### config.mk
export PLATFORM = sky130hd
export DESIGN_NAME = alu_issue_ctrl
export DESIGN_NICKNAME = d
export VERILOG_FILES = /design/src/rtl/alu_issue_ctrl.sv
export SDC_FILE = /design/constraint.sdc
export NUM_CORES = 1
export LEC_CHECK = 0
export BUFFER_PORTS_ARGS = -buffer_cell sky130_fd_sc_hd__buf_2
export CAP_MARGIN = 40
export CORE_ASPECT_RATIO = 1.5
export CORE_MARGIN = 2
export CORE_UTILIZATION = 57
export CTS_BUF_LIST = sky130_fd_sc_hd__clkbuf_8
export DETAILED_ROUTE_END_ITERATION = 6
export PLACE_DENSITY = 0.92
export REMOVE_ABC_BUFFERS = 1
export SKIP_CTS_REPAIR_TIMING = 1
export SYNTH_ARGS = -nofsm -noshare
export SYNTH_HDL_FRONTEND = slang
export SYNTH_SLANG_ARGS = --single-unit
### constraint.sdc
create_clock -name i_clk -period 10.8 [get_ports i_clk]
set_clock_uncertainty 0.15 [all_clocks]
set_input_delay 2.16 -clock i_clk [delete_from_list [all_inputs] [get_ports i_clk]]
set_output_delay 2.16 -clock i_clk [all_outputs]
set_load 0.03 [all_outputs]
### src/rtl/alu_issue_ctrl.sv
// -----------------------------------------------------------------------------
// alu_issue_ctrl
//   Execute-stage front end between issue logic and the combinational ALU.
//   Takes one request at a time over a valid/ready channel and registers the
//   operands. Opcodes 0..MAX_ALU_OP are run on the external ALU. MUL_OP runs
//   on an internal shift-add multiplier. Every other opcode is answered
//   with an error response. Each request returns exactly one tagged response
//   over a valid/ready channel.
//
// Ports
//   i_clk, i_rst            clock, asynchronous active-high reset
//   i_req_valid/o_req_ready request handshake
//   i_req_op/x/y/tag        request opcode, operands, destination tag
//   o_alu_op/x/y            last registered request, presented to the ALU
//   i_alu_w, i_alu_cmp      ALU result and compare flag
//   o_rsp_valid/i_rsp_ready response handshake
//   o_rsp_w/cmp/tag/err     response payload
//   o_busy                  high whenever the FSM is not idle
// -----------------------------------------------------------------------------
module alu_issue_ctrl #(
  parameter int         WIDTH      = 32,
  parameter logic [4:0] MAX_ALU_OP = 5'd12,
  parameter logic [4:0] MUL_OP     = 5'd13
) (
  input  logic             i_clk,
  input  logic             i_rst,
  input  logic             i_req_valid,
  output logic             o_req_ready,
  input  logic [4:0]       i_req_op,
  input  logic [WIDTH-1:0] i_req_x,
  input  logic [WIDTH-1:0] i_req_y,
  input  logic [4:0]       i_req_tag,
  output logic [4:0]       o_alu_op,
  output logic [WIDTH-1:0] o_alu_x,
  output logic [WIDTH-1:0] o_alu_y,
  input  logic [WIDTH-1:0] i_alu_w,
  input  logic             i_alu_cmp,
  output logic             o_rsp_valid,
  input  logic             i_rsp_ready,
  output logic [WIDTH-1:0] o_rsp_w,
  output logic             o_rsp_cmp,
  output logic [4:0]       o_rsp_tag,
  output logic             o_rsp_err,
  output logic             o_busy
);

  localparam int               CNT_W    = $clog2(WIDTH);
  localparam logic [CNT_W-1:0] CNT_LAST = CNT_W'(WIDTH - 1);

  typedef enum logic [1:0] {
    S_IDLE = 2'd0,
    S_EXEC = 2'd1,
    S_MUL  = 2'd2,
    S_RESP = 2'd3
  } state_t;

  state_t           r_state;
  logic [4:0]       r_op;
  logic [WIDTH-1:0] r_x;
  logic [WIDTH-1:0] r_y;
  logic [4:0]       r_tag;
  logic [WIDTH-1:0] r_acc;
  logic [WIDTH-1:0] r_mcand;
  logic [WIDTH-1:0] r_mplier;
  logic [CNT_W-1:0] r_cnt;
  logic             r_req_ready;
  logic             r_busy;
  logic             r_rsp_valid;
  logic [WIDTH-1:0] r_rsp_w;
  logic             r_rsp_cmp;
  logic [4:0]       r_rsp_tag;
  logic             r_rsp_err;

  logic             w_accept;
  logic [WIDTH-1:0] w_acc_next;

  // r_req_ready is only ever high in IDLE, so this is the request handshake.
  assign w_accept   = i_req_valid & r_req_ready;
  // One shift-add step; carries beyond WIDTH are dropped on purpose.
  assign w_acc_next = r_mplier[0] ? (r_acc + r_mcand) : r_acc;

  // Control FSM, operand/multiplier datapath and all registered outputs.
  always_ff @(posedge i_clk or posedge i_rst) begin
    if (i_rst) begin
      r_state     <= S_IDLE;
      r_op        <= 5'd0;
      r_x         <= '0;
      r_y         <= '0;
      r_tag       <= 5'd0;
      r_acc       <= '0;
      r_mcand     <= '0;
      r_mplier    <= '0;
      r_cnt       <= '0;
      r_req_ready <= 1'b1;
      r_busy      <= 1'b0;
      r_rsp_valid <= 1'b0;
      r_rsp_w     <= '0;
      r_rsp_cmp   <= 1'b0;
      r_rsp_tag   <= 5'd0;
      r_rsp_err   <= 1'b0;
    end else begin
      case (r_state)
        S_IDLE: begin
          if (w_accept) begin
            r_op        <= i_req_op;
            r_x         <= i_req_x;
            r_y         <= i_req_y;
            r_tag       <= i_req_tag;
            r_req_ready <= 1'b0;
            r_busy      <= 1'b1;
            if (i_req_op <= MAX_ALU_OP) begin
              r_state <= S_EXEC;
            end else if (i_req_op == MUL_OP) begin
              r_state  <= S_MUL;
              r_acc    <= '0;
              r_mcand  <= i_req_x;
              r_mplier <= i_req_y;
              r_cnt    <= '0;
            end else begin
              r_state   <= S_RESP;
              r_rsp_w   <= '0;
              r_rsp_cmp <= 1'b0;
              r_rsp_err <= 1'b1;
              r_rsp_tag <= i_req_tag;
            end
          end
        end

        S_EXEC: begin
          // The registered operands have been on o_alu_* for the whole cycle.
          r_rsp_w   <= i_alu_w;
          r_rsp_cmp <= i_alu_cmp;
          r_rsp_err <= 1'b0;
          r_rsp_tag <= r_tag;
          r_state   <= S_RESP;
        end

        S_MUL: begin
          r_acc    <= w_acc_next;
          r_mcand  <= r_mcand << 1;
          r_mplier <= r_mplier >> 1;
          r_cnt    <= r_cnt + 1'b1;
          if (r_cnt == CNT_LAST) begin
            r_rsp_w   <= w_acc_next;
            r_rsp_cmp <= 1'b0;
            r_rsp_err <= 1'b0;
            r_rsp_tag <= r_tag;
            r_state   <= S_RESP;
          end
        end

        S_RESP: begin
          // First RESP cycle raises o_rsp_valid from the already-settled payload;
          // the handshake is only honoured once valid is visible.
          if (!r_rsp_valid) begin
            r_rsp_valid <= 1'b1;
          end else if (i_rsp_ready) begin
            r_rsp_valid <= 1'b0;
            r_req_ready <= 1'b1;
            r_busy      <= 1'b0;
            r_state     <= S_IDLE;
          end
        end

        default: begin
          r_state     <= S_IDLE;
          r_req_ready <= 1'b1;
          r_busy      <= 1'b0;
          r_rsp_valid <= 1'b0;
        end
      endcase
    end
  end

  assign o_req_ready = r_req_ready;
  assign o_busy      = r_busy;
  assign o_alu_op    = r_op;
  assign o_alu_x     = r_x;
  assign o_alu_y     = r_y;
  assign o_rsp_valid = r_rsp_valid;
  assign o_rsp_w     = r_rsp_w;
  assign o_rsp_cmp   = r_rsp_cmp;
  assign o_rsp_tag   = r_rsp_tag;
  assign o_rsp_err   = r_rsp_err;

endmodule

==> results.sh, run 1 <==
export IMPL_clk_latency_ns=0.54
export IMPL_synth_edff_count=0
export IMPL_final_cells=1557
export IMPL_ios=222
export IMPL_die_y_um=176
export IMPL_slew_viol_final=0
export IMPL_drc=0
export IMPL_synth_top_area_share_pct=48.8
export IMPL_portBuffers=221
export IMPL_arrival_ns=5.06
export IMPL_cts_clk_slew_worst_paths_ns=0.06
export IMPL_initialDrtViolationCount=709
export IMPL_critPathLaunchType="input port"
export IMPL_leakage_nw=6.72
export IMPL_cts_buffer_depth=3
export IMPL_async_flop_share_pct=100
export IMPL_gp_congestion=0.885
export IMPL_post_synth_inst_count=1081
export IMPL_cts_htree_levels=2
export IMPL_final_period_utilization_pct=44.6
export IMPL_max_freq_ghz=0.208
export IMPL_grt_use_total_pct=26.8
export IMPL_synth_cell_area_um2=11200
export IMPL_wl_met3_mm=1.35
export IMPL_tightest_slew_ns=0.894
export IMPL_ys_seq_area_share_pct=49.0
export IMPL_drt_met1_wl_mm=10.9
export IMPL_yosys_top_cells_area="dfrtp_1 (49%), mux2_2 (8.3%), mux2i_1 (7.0%), nand2_1 (5.7%), o21ai_0 (5.4%)"
export IMPL_ir_drop_mv=0.117
export IMPL_hold_violations=0
export IMPL_dpl_hpwl_mm=19.2
export IMPL_r2r_setup_slack_ns=6.73
export IMPL_layout_common_cells="buf_2 (221), dfrtp_1 (218), nand2_1 (170)"
export IMPL_antenna_found_initial=2
export IMPL_drt_pre_antenna_iters=5
export IMPL_top_layer="met5"
export IMPL_cts_buffers=34
export IMPL_setup_tns_ns=0
export IMPL_grt_max_degree=104
export IMPL_power_mw=1.52
export IMPL_rsz0062_at_grt="no"
export IMPL_grt_pass1_wl_mm=45.5
export IMPL_max_slew_margin_pct=40.4
export IMPL_drive_above_1_share_pct=28.7
export IMPL_grt_pass1_vias=9321
export IMPL_core_um2=19200
export IMPL_wl_met2_mm=14.2
export IMPL_ant_nets=0
export IMPL_num_vias=9014
export IMPL_critPathKind="in -> reg"
export IMPL_period_minus_slack_ns=4.81
export IMPL_drt_vias_per_instance=5.79
export IMPL_avgSynthCellArea_um2=10.3
export IMPL_setup_viol=0
export IMPL_finalWorstSetupSlack_ns=5.99
export IMPL_fin_nets=1432
export IMPL_end_kind="flip-flop"
export IMPL_antenna_cells=0
export IMPL_yosysWarnings=0
export IMPL_holdWs_ns=0.327
export IMPL_ys_flop_type="dfrtp_1"
export IMPL_power_density_nw_per_um2=116
export IMPL_area_delta_synth_final_pct=17.3
export IMPL_wl_per_cell_um=17.6
export IMPL_fp_dieW_um=118
export IMPL_crit_required_ns=11.04
export IMPL_start_util_pct=58.4
export IMPL_placed_cells=1503
export IMPL_routed_wl_mm=27.4
export IMPL_cp_max_fo=59
export IMPL_status="finished, final reports clean"
export IMPL_cts_root_buf="clkbuf_8"
export IMPL_synth_seq_cells=219
export IMPL_synth_top_cell_by_area="dfrtp_1"
export IMPL_max_cap_violations=0
export IMPL_place_ws_ns=5.51
export IMPL_rows=62
export IMPL_final_common_cell="buf_2"
export IMPL_gr_total_overflow=0
export IMPL_hold_class="reg -> reg"
export IMPL_numClockSinks=219
export IMPL_yosysUniqueCellTypes=64
export IMPL_dieArea_um2=20800
export IMPL_cts_tree="yes"
power breakdown:
part / switching, mW / internal (mW)
logic: 0.0313 / 0.0211
registers: 0 / 0.821
clock network: 0.311 / 0.333
sequential cells by signal (all words and copies together) (netlist names):
name and count:
r_tag 5, o_alu_op 5, r_state 2, r_mplier 32
r_acc 32, o_rsp_err 1, o_busy 1, o_alu_y 32
o_rsp_w 32, o_rsp_tag 5, r_mcand 32, o_rsp_cmp 1
o_req_ready 1, r_cnt 5, o_rsp_valid 1, o_alu_x 32
final cells by class:
class / instances / area (µm²)
Inverter: 14 / 60.1
Clock inverter: 14 / 57.6
Clock buffer: 40 / 551
Fill cell: 1482 / 6040
Multi-Input combinational cell: 781 / 5400
Tap cell: 256 / 320
Sequential cell: 219 / 5480
Timing Repair Buffer: 233 / 1250
per-layer routing:
layer / track usage [%] / up-vias
met3: 4.61 / 62
met5: 0 / -
li1: - / 4275
met1: 32.0 / 4390
met4: 11.0 / 4
met2: 47.7 / 283
per-stage QoR:
step | utilization (%) | instance area (µm²)
floorplan | - | 10900
global placement | 64.9 | 12400
detailed placement | 65.3 | 12500
CTS | 68.5 | 13100
global route | 68.5 | 13100
finish | 68.5 | 13100
path summary, 6_finish.rpt:
path / start / to / cells past startpoint
hold / removal: o_rsp_tag[1] / o_rsp_tag[1] / 2
min in group asynchronous: i_rst / o_alu_x[0] / 2
hold reg to reg: o_rsp_tag[1] / o_rsp_tag[1] / 2
max in group asynchronous: i_rst / o_rsp_w[29] / 5
setup / recovery: i_req_op[4] / o_rsp_w[31] / 12
setup reg to reg: r_state[0] / o_rsp_w[31] / 13
cell usage after synthesis (6+ instances only):
library cell and number:
o211ai_1 8, inv_1 12, dfrtp_1 218, nand2_1 170, a22oi_1 7, clkbuf_1 56, nor2b_1 9, o21ai_0 121
nand3_1 25, nor2_1 30, xor2_1 13, buf_1 6, nand4_1 6, o31ai_1 14, a21o_1 18, o21ai_1 10
xnor2_1 13, mux2i_1 78, nor3_1 7, a31oi_1 6, a22o_1 8, mux2_2 82, a21oi_1 46, ha_1 37
a211oi_1 8
worst max-delay path, cell delays in order:
cell,delay (ns)
buf_2,0.10
nor2b_1,0.19
nand3_1,0.11
nor3b_1,0.44
nor2_1,0.16
nand3_2,0.11
buf_4,0.50
nor2_1,0.30
nand2_1,0.40
a211o_1,0.17
nand2_1,0.04
or3b_1,0.34
logic make-up (layout without fill, tap and decap cells):
family	count (synthesis)	count (layout)	synth area share (%)
AOI/OAI and AO/OA	282	282	15.5
xor gates and xnor gates	26	26	2.04
DFF	219	219	49.0
muxes	160	160	15.2
adders and majority gates	38	38	4.32
buffers and inverters	81	301	3.07
and+or+nand+nor	275	275	10.8
No activity file was read; power rests on OpenSTA's default activity.
==> run 2: changes to the inputs <==
--- a/config.mk
+++ b/config.mk
@@ -5,14 +5,15 @@
 export SDC_FILE = /design/constraint.sdc
 export NUM_CORES = 1
 export LEC_CHECK = 0
+export ABC_AREA = 1
 export BUFFER_PORTS_ARGS = -buffer_cell sky130_fd_sc_hd__buf_2
 export CAP_MARGIN = 40
 export CORE_ASPECT_RATIO = 1.5
 export CORE_MARGIN = 2
-export CORE_UTILIZATION = 57
+export CORE_UTILIZATION = 52
 export CTS_BUF_LIST = sky130_fd_sc_hd__clkbuf_8
 export DETAILED_ROUTE_END_ITERATION = 6
-export PLACE_DENSITY = 0.92
+export PLACE_DENSITY = 0.89
 export REMOVE_ABC_BUFFERS = 1
 export SKIP_CTS_REPAIR_TIMING = 1
 export SYNTH_ARGS = -nofsm -noshare
==> constraint.sdc (replaced) <==
create_clock -name i_clk -period 3.92 [get_ports i_clk]
set_clock_uncertainty 0.15 [all_clocks]
set_input_delay 0.784 -clock i_clk [delete_from_list [all_inputs] [get_ports i_clk]]
set_output_delay 0.784 -clock i_clk [all_outputs]
set_load 0.03 [all_outputs]
==> run 2 against run 1 <==
Net effect: non-clock buffer count increased by 2; flip-flop and latch count unchanged; wire length is 17% higher; register-to-register slack worse by 6.2 ns; design area is 3.7% higher; area after synthesis increased by 3.8%; global-route usage rose by 0.37 points; synthesized cell count increased by 36%; count of clock-buffer cells in the layout unchanged; largest power group is now combinational logic.
==> results.sh, run 2 <==
export IMPL_r2r_setup_slack_ns=0.49
export IMPL_rsz0062_at_grt="no"
export IMPL_area_delta_synth_final_pct=17.2
export IMPL_critPathMostFrequentCell="inv_2"
export IMPL_wl_per_cell_um=16.1
export IMPL_grt_use_total_pct=27.2
export IMPL_tightest_slew_ns=0.875
export IMPL_gp_congestion=0.980
export IMPL_fp_dieW_um=126
export IMPL_synth_top_family_by_area="simple AND/OR/NAND/NOR gates"
export IMPL_cts_buffers=34
export IMPL_drive_above_1_share_pct=20.3
export IMPL_num_vias=10700
export IMPL_ys_flop_type="dfrtp_1"
export IMPL_async_flop_share_pct=100
export IMPL_holdWs_ns=0.233
export IMPL_die_y_um=187
export IMPL_clk_latency_ns=0.55
export IMPL_rr_worst_depth=9
export IMPL_critPathLaunchType="flip-flop"
export IMPL_synth_top_cell_by_area="dfrtp_1"
export IMPL_ios=222
export IMPL_power_density_nw_per_um2=982
export IMPL_crit_required_ns=4.18
export IMPL_synth_seq_cells=219
export IMPL_slowest_delay_ns=0.47
export IMPL_cp_num_cells=9
export IMPL_synth_edff_count=0
export IMPL_synthMuxAreaShare_pct=4.55
export IMPL_initialDrtViolationCount=782
export IMPL_period_minus_slack_ns=3.43
export IMPL_numClockSinks=219
export IMPL_layout_common_cells="nand2_1 (460), buf_2 (221), dfrtp_1 (218)"
export IMPL_power_mw=13.3
export IMPL_drc=0
export IMPL_portBuffers=221
export IMPL_synthSimpleGateAreaFrac_pct=23.9
export IMPL_leakage_nw=7.58
export IMPL_cts_root_buf="clkbuf_8"
export IMPL_grt_pass1_wl_mm=52.5
export IMPL_core_um2=22100
export IMPL_drt_pre_antenna_iters=6
export IMPL_synth_cell_area_um2=11600
export IMPL_crit_slowest_cell="ha_1"
export IMPL_cts_clk_slew_worst_paths_ns=0.06
export IMPL_max_cap_violations=0
export IMPL_r2r_end="r_mplier[17]"
export IMPL_start_util_pct=52.4
export IMPL_gr_total_overflow=0
export IMPL_arrival_ns=3.70
export IMPL_fin_nets=1839
export IMPL_cts_buffer_depth=3
export IMPL_yosysUniqueCellTypes=41
export IMPL_max_slew_margin_pct=41.6
export IMPL_worst_path_buf_inv=3
export IMPL_max_freq_ghz=0.291
export IMPL_final_period_utilization_pct=87.6
export IMPL_hold_violations=0
export IMPL_synth_compound_area_share_pct=11.1
export IMPL_synth_xor_area_share_pct=0.830
export IMPL_yosys_top_cells_area="dfrtp_1 (47%), nand2_1 (15%), inv_1 (5.6%), nor2_1 (5.4%), mux2_2 (4.5%)"
export IMPL_status="finished, final reports clean"
export IMPL_grt_max_degree=115
export IMPL_avgSynthCellArea_um2=7.87
export IMPL_dieArea_um2=23600
export IMPL_routed_wl_mm=32.2
export IMPL_slew_viol_final=0
export IMPL_drt_vias_per_instance=5.38
export IMPL_final_common_cell="nand2_1"
export IMPL_hold_class="in -> async"
export IMPL_setup_viol=0
export IMPL_yosysWarnings=0
export IMPL_ys_seq_area_share_pct=47.2
export IMPL_grt_pass1_vias=10800
export IMPL_synthMostInstantiatedCell="nand2_1"
export IMPL_ir_drop_mv=0.555
export IMPL_synth_adder_area_share_pct=4.16
export IMPL_cts_tree="yes"
export IMPL_r2r_start="r_state[0]"
export IMPL_ant_nets=0
export IMPL_post_synth_inst_count=1475
export IMPL_netlist_top_cells_count="nand2_1 (460), dfrtp_1 (218), inv_1 (172)"
export IMPL_cts_htree_levels=2
export IMPL_dpl_hpwl_mm=23.7
export IMPL_path_delay_family="buffers and inverters"
export IMPL_cp_max_fo=50
export IMPL_rows=67
export IMPL_crit_chain="inv_1 -> ha_1 -> inv_2 -> o21ai_2 -> nand2_4 -> nor2_4 -> inv_2 -> o22ai_1 -> a21oi_1"
export IMPL_synth_top_area_share_pct=47.0
export IMPL_antenna_found_initial=0
export IMPL_critPathKind="reg -> reg"
export IMPL_end_kind="flip-flop"
-- run 2: cell count changes in the layout (fill, tap and decap cells not counted), sizes merged, moves of 11 or more --
cell / delta
mux2: -36
inv: +171
nand3: +31
o22ai: +52
nand2: +295
o21ai: -47
o31ai: -14
a221oi: +11
xnor2: -13
nor2: +140
mux2i: -77
a21o: -18
-- run 2: how the worst max path moves through the flow --
stage / from / end
2_1_floorplan: i_rst / o_alu_op[0]
3_3_place_gp: r_state[0] / r_mcand[30]
3_5_place_dp: r_state[0] / r_mplier[17]
4_1_cts: r_state[0] / r_mplier[17]
5_1_grt: r_state[0] / r_mplier[11]
6_report: r_state[0] / r_mplier[17]
-- run 2: per-stage QoR --
step                setup slack (ns)  TNS, ns  utilization (%)  std cells  instance area [µm²]
floorplan                      -3.01  -656.42                -       1419                11300
global placement               0.708        0             58.2       1929                12900
detailed placement             0.516        0             58.3       1930                12900
CTS                            0.519        0             61.4       1991                13600
global route                   0.254        0             61.4       1991                13600
finish                         0.486        0             61.4       1992                13600
-- run 2: area by class of cell --
cell class / instances / area, µm²
fillers: 1886 / 8540
flip-flops and latches: 219 / 5480
multi-input cells: 1022 / 5180
repair buffers: 235 / 1220
inverters: 178 / 676
clock buffers: 40 / 551
well taps: 276 / 345
clock inverters: 21 / 136
diodes: 1 / 2.50
-- run 2: cell families (layout without fill, tap and decap cells) --
group / count (synthesis) / after routing
AOI/OAI and AO/OA: 223 / 223
xor gates and xnor gates: 11 / 11
adders and majority gates: 38 / 38
buffers and inverters: 234 / 474
DFF: 219 / 219
muxes: 47 / 47
other: 0 / 1
and+or+nand+nor: 703 / 703
-- run 2: per-layer routing --
| metal | global-route usage, % | up-vias | wire, µm |
|---|---|---|---|
| li1 | - | 5163 | - |
| met4 | 15.4 | 0 | 1900 |
| met5 | 0 | - | 0 |
| met2 | 47.3 | 414 | 16200 |
| met1 | 31.9 | 5006 | 12400 |
| met3 | 3.95 | 127 | 1700 |
-- run 2: power by group --
| group | internal, mW | switching (mW) | leakage, nW |
|---|---|---|---|
| Sequential | 3.25 | 0.667 | 2.69 |
| Clock | 1.01 | 0.923 | 0.401 |
| Combinational | 2.43 | 5.07 | 4.49 |
